`src/rtl/mxu_pe_forward.sv`:
```
`default_nettype none
// ============================================================================
// Module   : mxu_pe_forward
// Brief    : MXU systolic-array PE, forward path: signed 8x8 MAC into 24 bits,
//            forwards activation/load bus/phase, captures row-addressed weight.
// Revision : 1.0 - initial release
// ============================================================================
module mxu_pe_forward #(
  parameter logic [7:0] Y_INDEX = 8'd0
) (
  input  logic        clk,
  input  logic        rst,
  input  logic        load_phase,
  input  logic [7:0]  load_weight_target_y,
  input  logic [7:0]  load_weight,
  input  logic [7:0]  weight_mem,
  input  logic [7:0]  activation,
  input  logic [23:0] partial_sum,
  output logic [23:0] result,
  output logic        phase_out,
  output logic [7:0]  load_weight_target_y_out,
  output logic [7:0]  activation_out,
  output logic [7:0]  weight_out,
  output logic [7:0]  weight_mem_out
);

  logic signed [15:0] w_product;
  logic        [23:0] w_sum;
  logic               w_capture;
  logic        [7:0]  w_next_weight;

  logic        [23:0] r_result;
  logic               r_phase;
  logic        [7:0]  r_target_y;
  logic        [7:0]  r_activation;
  logic        [7:0]  r_weight;
  logic        [7:0]  r_weight_mem;

  // MAC always uses the looped-back stored weight, never the one being loaded.
  assign w_product     = $signed(weight_mem) * $signed(activation);
  assign w_sum         = {{8{w_product[15]}}, w_product} + partial_sum;
  assign w_capture     = load_phase && (load_weight_target_y == Y_INDEX);
  assign w_next_weight = w_capture ? load_weight : weight_mem;

  always_ff @(posedge clk) begin
    if (rst) begin
      r_result     <= 24'd0;
      r_phase      <= 1'b0;
      r_target_y   <= 8'd0;
      r_activation <= 8'd0;
      r_weight     <= 8'd0;
      r_weight_mem <= 8'd0;
    end else begin
      r_result     <= w_sum;
      r_phase      <= load_phase;
      r_target_y   <= load_weight_target_y;
      r_activation <= activation;
      r_weight     <= load_weight;
      r_weight_mem <= w_next_weight;
    end
  end

  assign result                   = r_result;
  assign phase_out                = r_phase;
  assign load_weight_target_y_out = r_target_y;
  assign activation_out           = r_activation;
  assign weight_out               = r_weight;
  assign weight_mem_out           = r_weight_mem;

endmodule
`default_nettype wire

```
`config.mk`:
```
export PLATFORM = sky130hd
export DESIGN_NAME = mxu_pe_forward
export DESIGN_NICKNAME = d
export VERILOG_FILES = /design/src/rtl/mxu_pe_forward.sv
export SDC_FILE = /design/constraint.sdc
export NUM_CORES = 1
export LEC_CHECK = 0
export CAP_MARGIN = 30
export CORE_MARGIN = 2
export CORE_UTILIZATION = 52
export CTS_CLUSTER_SIZE = 30
export DETAILED_ROUTE_END_ITERATION = 10
export PLACE_DENSITY = 0.82
export SETUP_SLACK_MARGIN = 0.4
export SYNTH_ARGS = -nofsm -noshare
export SYNTH_HDL_FRONTEND = slang
export SYNTH_SLANG_ARGS = --single-unit
```
`constraint.sdc`:
```
create_clock -name clk -period 8.59 [get_ports clk]
set_clock_uncertainty 0.15 [all_clocks]
set_input_delay 0.859 -clock clk [delete_from_list [all_inputs] [get_ports clk]]
set_output_delay 0.859 -clock clk [all_outputs]
set_load 0.01 [all_outputs]
```
==> metrics.md <==
| Metric | Value |
|---|---|
| Total of max-cap violations | `0` |
| Initial antenna violation count | `0` |
| Final GP Congestion | `0.857` |
| Final Hold Vio Count | `0` |
| Post-Syn Area | `5290 um2` |
| Starting DRT DRC Count | `236` |
| First-pass GRT wire length | `20800 um` |
| Sequential cell area fraction in the yosys report | `21.6%` |
| Ys Warns | `0` |
| Starting density of the core | `53.8%` |
| Main synth FF type | `dfxtp_1` |
| Drt wl/cell | `15.1 um` |
| CP Capture Type | `register` |
| Fin nets | `867` |
| Largest net degree at the start of global routing | `64` |
| Vias in the first global route | `4418` |
| Die area | `11000 um2` |
| Row cnt | `36` |
| Share of layout cells above drive strength 1 | `4.55%` |
| CORE AREA | `9820 um2` |
| Crit path launch type | `primary input` |
| Die Height | `105 um` |
| Max_slew headroom | `48.3%` |
| Worst slew pin tran | `768 ps` |
| Worst EP arrival | `7550 ps` |
| Crit Path Class | `in2reg` |
| Distinct cells, synth | `53` |
| CTS tree | `yes` |
| Hold Buf Count CTS | `0` |
| Critical Path RT | `8660 ps` |
| Max FO, Critical Path | `9` |
| Final Setup Violations | `0` |
| F_max | `134 MHz` |
| Depth of the CTS H-tree | `3` |
| Syn Nets | `749` |
| Post-detail-place hpwl | `10100 um` |
| Global Route Usage Sum | `23.2%` |
| RSZ-0062 raised after global routing | `false` |
| Routed Antenna Nets | `0` |
| Via count | `4461` |
| Root Driver | `clkbuf_8` |
| Final period utilization | `87.1%` |
| Cts bufs inserted | `9` |
| Worst hold path type | `in2reg` |
| FILL cells | `779` |
| TritonCTS Sinks | `57` |
| Design Area, Final | `6810 um2` |
| Clk pin slew, worst setup/hold paths | `70 ps` |
| Syn avg cell area | `9.12 um2` |
| PortBufs | `115` |
| Die Width | `105 um` |
| Ys async rst share | `0%` |
| Drt total wl | `12600 um` |
| Ant. Diodes | `0` |
| Seq cells post-synth | `57` |
| Post_cts resized | `0` |
| Detailed Routing Iterations Pass 1 | `5` |
| Syn Inst Count | `580` |
| Minimum clock period | `7480 ps` |
| Final slew viol count | `0` |
| Overflow after GRT | `0` |
| Bufs on Longest Clock Path | `2` |
| Vias per cell | `5.34` |
| Crit path launch | `activation[4]` |
| Io pins | `116` |
| Number of synthesized flops with an enable pin | `0` |
| Placed inst area | `6570 um2` |
| # DRC | `0` |
| Final TNS setup | `0 ps` |
| Status | `finished, final reports clean` |
| Synth-to-layout area growth | `28.8%` |
| HP Start | `rst` |
| Setup bufs post-CTS | `0` |
cells in the mapped netlist (2+ instances only):
library cell	number	area share, %
o21ai_1	4	0.38
dfxtp_1	57	22
nand3_1	4	0.38
inv_1	100	7.1
a21o_2	2	0.33
nor2b_1	37	4.4
mux2i_1	9	1.7
a31oi_1	2	0.24
and4_1	2	0.33
clkbuf_1	7	0.50
nand2_1	24	1.7
ha_1	54	13
o21a_1	4	0.57
nand4_1	4	0.47
o2111ai_1	2	0.33
or3_1	2	0.24
o21ai_0	5	0.47
nor2_1	44	3.1
fa_1	56	21
nor4_1	2	0.24
a211oi_1	6	0.85
o21bai_1	4	0.57
a21o_1	10	1.4
or2_2	2	0.24
xor2_1	8	1.3
o221ai_1	2	0.33
a211o_1	2	0.33
xnor2_1	24	4.0
nand4b_1	2	0.33
mux2_1	3	0.64
and2_1	46	5.4
a211oi_2	2	0.47
nand2b_1	2	0.24
nor3_1	3	0.28
a21oi_1	25	2.4
routing by layer:
| layer | up-vias | GRT usage, % | share of wire (%) |
|---|---|---|---|
| met4 | 0 | 7.33 | 2.3 |
| met1 | 2155 | 29.3 | 42 |
| li1 | 2104 | - | - |
| met3 | 31 | 4.37 | 5.0 |
| met5 | - | 0 | 0 |
| met2 | 171 | 40.3 | 51 |
cell type report:
cell class / count / area (um2) / area share, %
Sequential cell: 57 / 1140 / 16.8
Inverter: 100 / 375 / 5.51
Clock inverter: 7 / 93.8 / 1.38
Tap cell: 133 / 166 / 2.44
Multi-Input combinational cell: 414 / 3740 / 54.9
Timing Repair Buffer: 116 / 1170 / 17.2
Clock buffer: 9 / 124 / 1.82
kinds of logic (layout without fill, tap and decap cells):
family | after synthesis | after routing | synth area share (%)
adders and majority gates | 110 | 110 | 34.0
buffers and inverters | 109 | 232 | 7.76
and+or+nand+nor | 177 | 177 | 17.8
xor gates and xnor gates | 32 | 32 | 5.30
muxes | 13 | 13 | 2.56
AOI/OAI and AO/OA | 82 | 82 | 11.0
DFF | 57 | 57 | 21.6
worst max-delay path: stages:
cell             delay [ps]
clkdlybuf4s50_1         560
and2_1                  260
fa_1                    640
inv_1                   150
fa_1                    550
inv_1                    60
fa_1                    540
inv_1                    60
fa_1                    520
inv_1                    40
ha_1                    340
a21oi_1                 180
nor2_1                   60
nor2_1                  120
a31oi_1                 120
xnor2_1                 320
inv_1                   260
ha_1                    440
a21oi_1                 180
nor2_1                   60
nor4_1                  680
a32oi_2                 250
mux2i_1                 210
nand3_1                 100
placed cells by master, fill, tap and decap left out, drive strengths merged, types with 3 or more instances in the layout:
cell	n
clkdlybuf4s50	114
inv	101
dfxtp	57
fa	56
ha	54
and2	46
nor2	45
nor2b	37
a21oi	25
nand2	24
xnor2	24
a21o	12
o21ai	10
mux2i	9
clkbuf	9
xor2	8
a211oi	8
o21bai	5
o21a	4
nand3	4
nand4	4
mux2	4
nor3	3
metrics by stage:
step,setup WS (ps),hold WS (ps),utilization [%],cells
after global routing,773,907,69.4,836
final,1110,891,69.4,836
after global placement,1140,1300,66.9,819
after detailed placement,795,1300,66.9,819
after floorplan,2140,837,-,580
after CTS,1180,954,69.1,835
state kept, by name, summed over array words and instances (netlist names):
signal and count:
activation_out 8, load_weight_target_y_out 8, phase_out 1, result 24, weight_mem_out 8, weight_out 8
final timing paths:
check                 cells past startpoint         end
worst max-delay path                     24  result[22]
worst min-delay path                      2   result[2]
Power is left out: the tool's default activity adds up to more than one toggle a clock period on the data nets, which glitch-free logic cannot reach.
